==> config.mk <==
export PLATFORM = sky130hd
export DESIGN_NAME = usb_endpoint_protocol_ctrl
export DESIGN_NICKNAME = d
export VERILOG_FILES = /design/src/rtl/usb_endpoint_protocol_ctrl.sv
export SDC_FILE = /design/constraint.sdc
export NUM_CORES = 1
export LEC_CHECK = 0
export ABC_AREA = 1
export BUFFER_PORTS_ARGS = -buffer_cell sky130_fd_sc_hd__buf_4
export CORE_MARGIN = 2
export CORE_UTILIZATION = 50
export DETAILED_ROUTE_END_ITERATION = 7
export PLACE_DENSITY = 0.74
export SETUP_SLACK_MARGIN = 0.2
export SYNTH_ARGS = -nofsm -noshare
export SYNTH_HDL_FRONTEND = slang
export SYNTH_SLANG_ARGS = --single-unit
==> constraint.sdc <==
create_clock -name clk -period 2 [get_ports clk]
set_input_delay 0.4 -clock clk [delete_from_list [all_inputs] [get_ports clk]]
set_output_delay 0.4 -clock clk [all_outputs]
set_load 0.01 [all_outputs]
==> src/rtl/usb_endpoint_protocol_ctrl.sv <==
// usb_endpoint_protocol_ctrl
//   Transaction-level controller for the bulk endpoint. Answers OUT tokens
//   (DATA stage, then ACK/NAK handshake) and IN tokens (DATA0/DATA1 or NAK,
//   then waits for the host ACK). It also tracks the data toggles for both
//   directions and enforces the bus-turnaround timeout.
//
// Ports
//   clk, n_rst            clock, asynchronous active-low reset
//   rx_done_i/rx_error_i  receiver event pulses; rx_pid_i is valid with rx_done_i
//   buffer_occupancy_i    committed, unread bytes in the endpoint buffer
//   tx_data_ready_i       an IN packet is loaded and ready to send
//   tx_done_i             transmitter finished the current packet
//   toggle_reset_i        clear both data toggles
//   tx_start_o/tx_packet_o  start a transmission; packet type 00 ACK, 01 NAK,
//                           10 DATA0, 11 DATA1
//   rx_commit_o/rx_discard_o  accept or drop the staged OUT payload
//   clear_buffer_o        release the IN packet once it has been ACKed
//   out_received_o, in_acked_o, transfer_error_o  status pulses
//   busy_o                a transaction is in progress
module usb_endpoint_protocol_ctrl #(
  parameter int TIMEOUT_CYCLES = 1024
) (
  input  logic       clk,
  input  logic       n_rst,
  input  logic       rx_done_i,
  input  logic       rx_error_i,
  input  logic [3:0] rx_pid_i,
  input  logic [6:0] buffer_occupancy_i,
  input  logic       tx_data_ready_i,
  input  logic       tx_done_i,
  input  logic       toggle_reset_i,
  output logic       tx_start_o,
  output logic [1:0] tx_packet_o,
  output logic       rx_commit_o,
  output logic       rx_discard_o,
  output logic       clear_buffer_o,
  output logic       out_received_o,
  output logic       in_acked_o,
  output logic       transfer_error_o,
  output logic       busy_o
);

  localparam int TW = (TIMEOUT_CYCLES > 1) ? $clog2(TIMEOUT_CYCLES) : 1;
  localparam logic [TW-1:0] TMAX = TW'(TIMEOUT_CYCLES - 1);

  localparam logic [3:0] PID_OUT   = 4'b0001;
  localparam logic [3:0] PID_IN    = 4'b1001;
  localparam logic [3:0] PID_DATA0 = 4'b0011;
  localparam logic [3:0] PID_DATA1 = 4'b1011;
  localparam logic [3:0] PID_ACK   = 4'b0010;

  localparam logic [1:0] PKT_ACK = 2'b00;
  localparam logic [1:0] PKT_NAK = 2'b01;

  typedef enum logic [3:0] {
    S_IDLE,
    S_OUT_WAIT,
    S_COMMIT,
    S_DISCARD,
    S_HS_START,
    S_HS_WAIT,
    S_DATA_START,
    S_DATA_WAIT,
    S_ACK_WAIT,
    S_ACKED,
    S_ERROR
  } state_t;

  state_t        state_q, state_d;
  logic [1:0]    tx_packet_q, tx_packet_d;
  logic          out_tog_q, out_tog_d;
  logic          in_tog_q, in_tog_d;
  logic [TW-1:0] timer_q, timer_d;

  // A receive error always overrides a coincident rx_done.
  logic rx_ok;
  logic is_data;
  logic waiting;
  logic timeout;

  assign rx_ok   = rx_done_i & ~rx_error_i;
  assign is_data = (rx_pid_i == PID_DATA0) || (rx_pid_i == PID_DATA1);
  assign waiting = (state_q == S_OUT_WAIT) || (state_q == S_ACK_WAIT);
  assign timeout = (timer_q == TMAX);

  always_ff @(posedge clk or negedge n_rst) begin
    if (!n_rst) begin
      state_q     <= S_IDLE;
      tx_packet_q <= 2'b00;
      out_tog_q   <= 1'b0;
      in_tog_q    <= 1'b0;
      timer_q     <= '0;
    end else begin
      state_q     <= state_d;
      tx_packet_q <= tx_packet_d;
      out_tog_q   <= out_tog_d;
      in_tog_q    <= in_tog_d;
      timer_q     <= timer_d;
    end
  end

  always_comb begin
    state_d     = state_q;
    tx_packet_d = tx_packet_q;
    out_tog_d   = out_tog_q;
    in_tog_d    = in_tog_q;
    // Outside the wait states the timer sits at zero, so it reads zero on
    // the first cycle of OUT_WAIT / ACK_WAIT.
    timer_d     = waiting ? (timer_q + TW'(1)) : '0;

    unique case (state_q)
      S_IDLE: begin
        if (rx_ok && rx_pid_i == PID_OUT) begin
          state_d = S_OUT_WAIT;
        end else if (rx_ok && rx_pid_i == PID_IN) begin
          if (tx_data_ready_i) begin
            state_d     = S_DATA_START;
            tx_packet_d = {1'b1, in_tog_q};
          end else begin
            state_d     = S_HS_START;
            tx_packet_d = PKT_NAK;
          end
        end
      end
      S_OUT_WAIT: begin
        if (rx_error_i) begin
          state_d = S_ERROR;
        end else if (rx_done_i) begin
          if (!is_data) begin
            state_d = S_ERROR;
          end else if (buffer_occupancy_i != 7'd0) begin
            state_d     = S_DISCARD;
            tx_packet_d = PKT_NAK;
          end else if (rx_pid_i[3] == out_tog_q) begin
            state_d     = S_COMMIT;
            tx_packet_d = PKT_ACK;
          end else begin
            // Host retransmitted data we already accepted: ACK it again.
            state_d     = S_DISCARD;
            tx_packet_d = PKT_ACK;
          end
        end else if (timeout) begin
          state_d = S_ERROR;
        end
      end
      S_COMMIT: begin
        state_d   = S_HS_START;
        out_tog_d = ~out_tog_q;
      end
      S_DISCARD:    state_d = S_HS_START;
      S_HS_START:   state_d = S_HS_WAIT;
      S_HS_WAIT:    if (tx_done_i) state_d = S_IDLE;
      S_DATA_START: state_d = S_DATA_WAIT;
      S_DATA_WAIT:  if (tx_done_i) state_d = S_ACK_WAIT;
      S_ACK_WAIT: begin
        if (rx_error_i) begin
          state_d = S_ERROR;
        end else if (rx_done_i) begin
          if (rx_pid_i == PID_ACK) begin
            state_d  = S_ACKED;
            in_tog_d = ~in_tog_q;
          end else begin
            state_d = S_ERROR;
          end
        end else if (timeout) begin
          state_d = S_ERROR;
        end
      end
      S_ACKED: state_d = S_IDLE;
      S_ERROR: state_d = S_IDLE;
      default: state_d = S_IDLE;
    endcase

    // An explicit toggle reset overrides any flip made in the same cycle.
    if (toggle_reset_i) begin
      out_tog_d = 1'b0;
      in_tog_d  = 1'b0;
    end
  end

  assign tx_packet_o      = tx_packet_q;
  assign tx_start_o       = (state_q == S_HS_START) || (state_q == S_DATA_START);
  assign rx_commit_o      = (state_q == S_COMMIT);
  assign out_received_o   = (state_q == S_COMMIT);
  assign rx_discard_o     = (state_q == S_DISCARD) || (state_q == S_ERROR);
  assign clear_buffer_o   = (state_q == S_ACKED);
  assign in_acked_o       = (state_q == S_ACKED);
  assign transfer_error_o = (state_q == S_ERROR);
  assign busy_o           = (state_q != S_IDLE);

endmodule

# After elaboration in Yosys (flattened, before gate mapping)
# Index checks and enable logic that the tools add are counted.
[totals]
reg_bits = 18
input_bits = 18
output_inout_bits = 10
word_cells = 85
[classes]
n_addsub = 1
eq_ne = 26
n_mux = 31
bitwise_logic = 4
n_reduce_logical = 18
[ops]
columns = ["operator", "n"]
rows = [
  ["2-to-1 mux 4 bit", 10],
  ["one-hot mux 4 bit (8 select lines)", 1],
  ["== test 4 bit (second input constant)", 5],
  ["== test 4 x 2 -> 1 bit (second input constant)", 4],
  ["== test 4 x 3 -> 1 bit (second input constant)", 4],
  ["2-to-1 mux 2 bit", 8],
  ["!= test 2 bit (second input constant)", 7],
  ["adder 10 x 1 -> 10 bit (second input constant)", 1],
  ["== test 10 bit (second input constant)", 1],
  ["2-to-1 mux 1 bit", 10],
  ["2-to-1 mux 10 bit", 1],
  ["nonzero test 2 bit", 5],
  ["== test 4 x 1 -> 1 bit (second input constant)", 2],
  ["nonzero test 7 bit", 1],
  ["AND reduction 6 bit", 1],
  ["zero test 4 bit", 1],
  ["logical OR 1 bit", 4],
  ["one-hot mux 2 bit (2 select lines)", 1],
  ["AND reduction 4 bit", 1],
  ["nonzero test 4 bit", 1],
  ["!= test 3 bit (second input constant)", 1],
  ["inverter 1 bit", 3],
  ["AND reduction 3 bit", 1],
  ["logical AND 1 bit", 2],
  ["other kinds (4)", 4],
]

# Depth between registers and ports, before layout
[logic_depth]
ltp_word = 7
depth_mapped = 10
ltp_nobuf = 10

# Worst setup path before layout
# No wires, ideal clock.
[synth_timing]
path_kind = "register -> output"
startpoint = "reg state_q[0]"
endpoint = "out rx_discard_o"
arrival_ns = 0.982
required_time_ns = 1.600
setup_slack_ns = 0.618
stages_incl_launch_ff = 5
n_path_buf = 0
path_cell_list = "dfrtp_1 nor2_1 inv_1 nor2_1 a31o_2"
[synth_between]
elab_chain_len = 2
word_cells_on_any_way = 3
classes_between = "2 x eq/ne; 1 x reduce/logical"
[synth_rtl]
columns = ["element", "line_no", "rtl"]
rows = [
  ["start, declared", "69", "state_t state_q, state_d;"],
  ["start signal, assigned", "94", "state_q <= state_d;"],
  ["== test 4 bit", "-", ""],
  ["net transfer_error_o", "39", "output logic transfer_error_o,"],
  ["logical OR 1 bit", "185", "assign rx_discard_o = (state_q == S_DISCARD) || (state_q == S_ERROR);"],
  ["end, declared", "35", "output logic rx_discard_o,"],
]
# The timed path passes the listed nets, and every way through them passes these cells.

# Final worst setup path
[layout_timing]
startpoint = "reg state_q[0]"
endpoint = "out rx_commit_o"
[layout_between]
elab_chain_len = 1
[layout_rtl]
columns = ["element", "line_no", "rtl"]
rows = [
  ["== test 4 x 2 -> 1 bit", "183", "assign rx_commit_o = (state_q == S_COMMIT);"],
  ["end, declared", "34", "output logic rx_commit_o,"],
]
# Every way passes these cells.

==> out/metrics.yaml <==
outcome:
  status: "completed"
sta:
  relSlewSlack: 0.777
  fmax_mhz: 575
  period_share: 0.869
  setup_viol: 0
  tightest_slew_ns: 0.333
  fin_tns_setup_ns: 0
  rsz0062_at_grt: "true"
  hold_viol: 0
  finalClockSkew_ns: 0.00365
  maxSlewViolCount: 0
  min_period_ns: 1.74
synth:
  synth_area_um2: 1280
  synth_ff_type: "dfrtp_1"
  yosysWarnings: 0
  ys_ff_latch: 18
  ys_seq_area_frac: 0.352
  synth_edf_count: 0
  synth-async-reset-ratio: 1.00
  syn_nets: 204
  synth_cell_types: 28
  syn_inst: 185
  syn_avg_cell_area_um2: 6.92
power:
  leakagePower_nw: 0.835
  p_clk_frac: 0.112
  powerDensity_nw_per_um2: 1010
  seq_power_share: 0.312
  combPwrFrac: 0.576
  total_power_mw: 1.57
  switching_share: 0.456
  p_switching_mw: 0.718
  ir_worst_vdd_mv: 0.675
  p_int_mw: 0.855
die:
  die_w_um: 54.6
  initial_core_util: 0.521
  dieHeight_um: 54.6
  dieArea_um2: 2980
  io_pins: 28
  core_area_um2: 2450
  rows: 18
setup_path:
  regToRegSetupSlack_ns: 0.59
  r2r-end: "state_q[0]"
  path_buf_inv: 2
  end_kind: "primary output"
  path_delay_family: "flip-flops"
  critical_path.endpoint: "rx_commit_o"
  startpoint: "state_q[0]"
  startpoint_type: "flip-flop"
  worst-path-stages: 4
  cp_slowest_cell: "dfrtp_2"
  crit_type: "reg2out"
  critPathRequiredTime_ns: 1.60
  reg2reg_from: "timer_q[0]"
  reg2regPathDepth: 8
  path_cells: "nor2_1 -> inv_1 -> nor2_2 -> buf_4"
  max_stage_delay_ns: 0.46
  critPathMaxFanout: 6
  cp.arrival_ns: 1.34
grt:
  grt_first_pass_wirelength_um: 4300
  grt_pass1_vias: 1082
  grt_max_degree: 19
  gr-usage-all-layers: 0.203
  overflow: 0
  antenna_found_initial: 0
placement:
  io_buffers: 27
  dp_hpwl_um: 2100
  dp.cells: 240
  place_congestion: 0.953
cts:
  cts_tree: "yes"
  root_buffer: "clkbuf_4"
  clockBufferDepth: 2
  clk_pin_slew_worst_paths_ns: 0.10
  cts_buffers: 3
  clk_latency_ns: 0.29
  cts_htree_levels: 1
  cts.sinks: 18
detailed_routing:
  vias: 1210
  drc: 0
  drt_iter0_drc: 27
  dr.pass1.iters: 4
  detail-route-antenna-nets: 0
  post_drt_wl_per_cell_um: 10.5
  vias_per_cell: 4.92
  wl_um: 2580
worst_hold_path:
  worstHoldStart: "tx_done_i"
  hold_depth: 4
  hold_path_class: "in2reg"
cells_and_area:
  n_antenna_cell: 0
  layoutNonFillerInstCount: 246
  drive_gt1_frac: 0.282
  syn_to_final_growth_pct: 21.6
  final_nets: 237
job:
  drv_cap: 0
-- cell usage in the layout (no fill, tap or decap), types with 3 or more instances in the layout --
cell,synthesis,layout
buf_4,2,29
nand2_1,43,43
clkbuf_4,0,3
a21oi_1,8,8
nor3_1,6,6
inv_1,31,31
o21ai_1,5,5
dfrtp_1,18,17
nor2_1,22,21
nor2_4,5,5
nand3_1,11,11
nor2_2,4,5
nand2_2,3,3
inv_2,8,8
-- registers in the layout, summed over array words and instances, names as in the netlist --
name / count
state_q: 4
in_tog_q: 1
timer_q: 10
out_tog_q: 1
tx_packet_o: 2
-- cell families (layout without fill, tap and decap cells) --
family,Yosys count,count (layout),share of synthesized area
AOI/OAI and AO/OA,20,20,0.0919
xor gates and xnor gates,2,2,0.0137
adders and majority gates,1,1,0.00977
buffers and inverters,41,72,0.126
DFF,18,18,0.352
and+or+nand+nor,103,103,0.407
-- how the worst min path moves through the flow --
stage                      end  slack [ns]
floorplan             in_tog_q        0.10
global placement    timer_q[2]        0.29
detailed placement  timer_q[0]        0.29
CTS                 state_q[1]        0.34
global route          in_tog_q        0.37
finish              state_q[1]        0.35
-- routing by layer --
layer / track usage / vias to the layer above / share of wire
li1: - / 639 / -
met1: 0.244 / 543 / 0.46
met2: 0.347 / 24 / 0.48
met3: 0.0355 / 4 / 0.038
met4: 0.0917 / 0 / 0.019
met5: 0 / - / 0
-- Yosys cell counts, types with 3 or more instances --
cell type,n,share of area
inv_1,31,0.091
o21ai_1,5,0.020
nor2_1,22,0.065
nor3_1,6,0.023
nor2_4,5,0.044
nand2_2,3,0.015
nand2_1,43,0.13
dfrtp_1,18,0.35
a21oi_1,8,0.031
nor2_2,4,0.020
nand3_1,11,0.043
inv_2,8,0.023
-- repair_timing --
item / CTS / global route
hold endpoints to repair: 18 / 0
resized for setup: 0 / 2
endpoints found under the setup margin: 0 / 4
setup buffers: 0 / 2
hold buffers: 1 / 0
-- worst min-delay path, stage by stage --
cell and delay, ns:
buf_4 0.08, inv_1 0.03, nand2_1 0.05, nand2_1 0.05
-- area by class of cell --
type | count | area [µm²]
repair buffers | 30 | 228
fillers | 210 | 898
clock buffers | 3 | 22.5
well taps | 30 | 37.5
inverters | 39 | 146
multi-input cells | 126 | 671
flip-flops and latches | 18 | 452
-- metrics by stage --
step	area, µm²	hold slack, ns	util	worst slack (ns)
after floorplan	1280	0.104	-	0.618
after global placement	1510	0.286	0.613	0.584
after detailed placement	1510	0.287	0.613	0.563
after CTS	1540	0.339	0.626	0.227
after global routing	1560	0.373	0.634	0.182
final	1560	0.345	0.634	0.261
-- power groups by stage --
stage                     clock network, mW  registers [mW]  logic (mW)
after floorplan                           0           0.495       0.645
after global placement                    0           0.496       0.883
after global routing                  0.203           0.498        1.03
after detailed placement                  0           0.497       0.883
after CTS                             0.184           0.490       0.889
final                                 0.176           0.491       0.906
(Power assumes the default switching activity.)
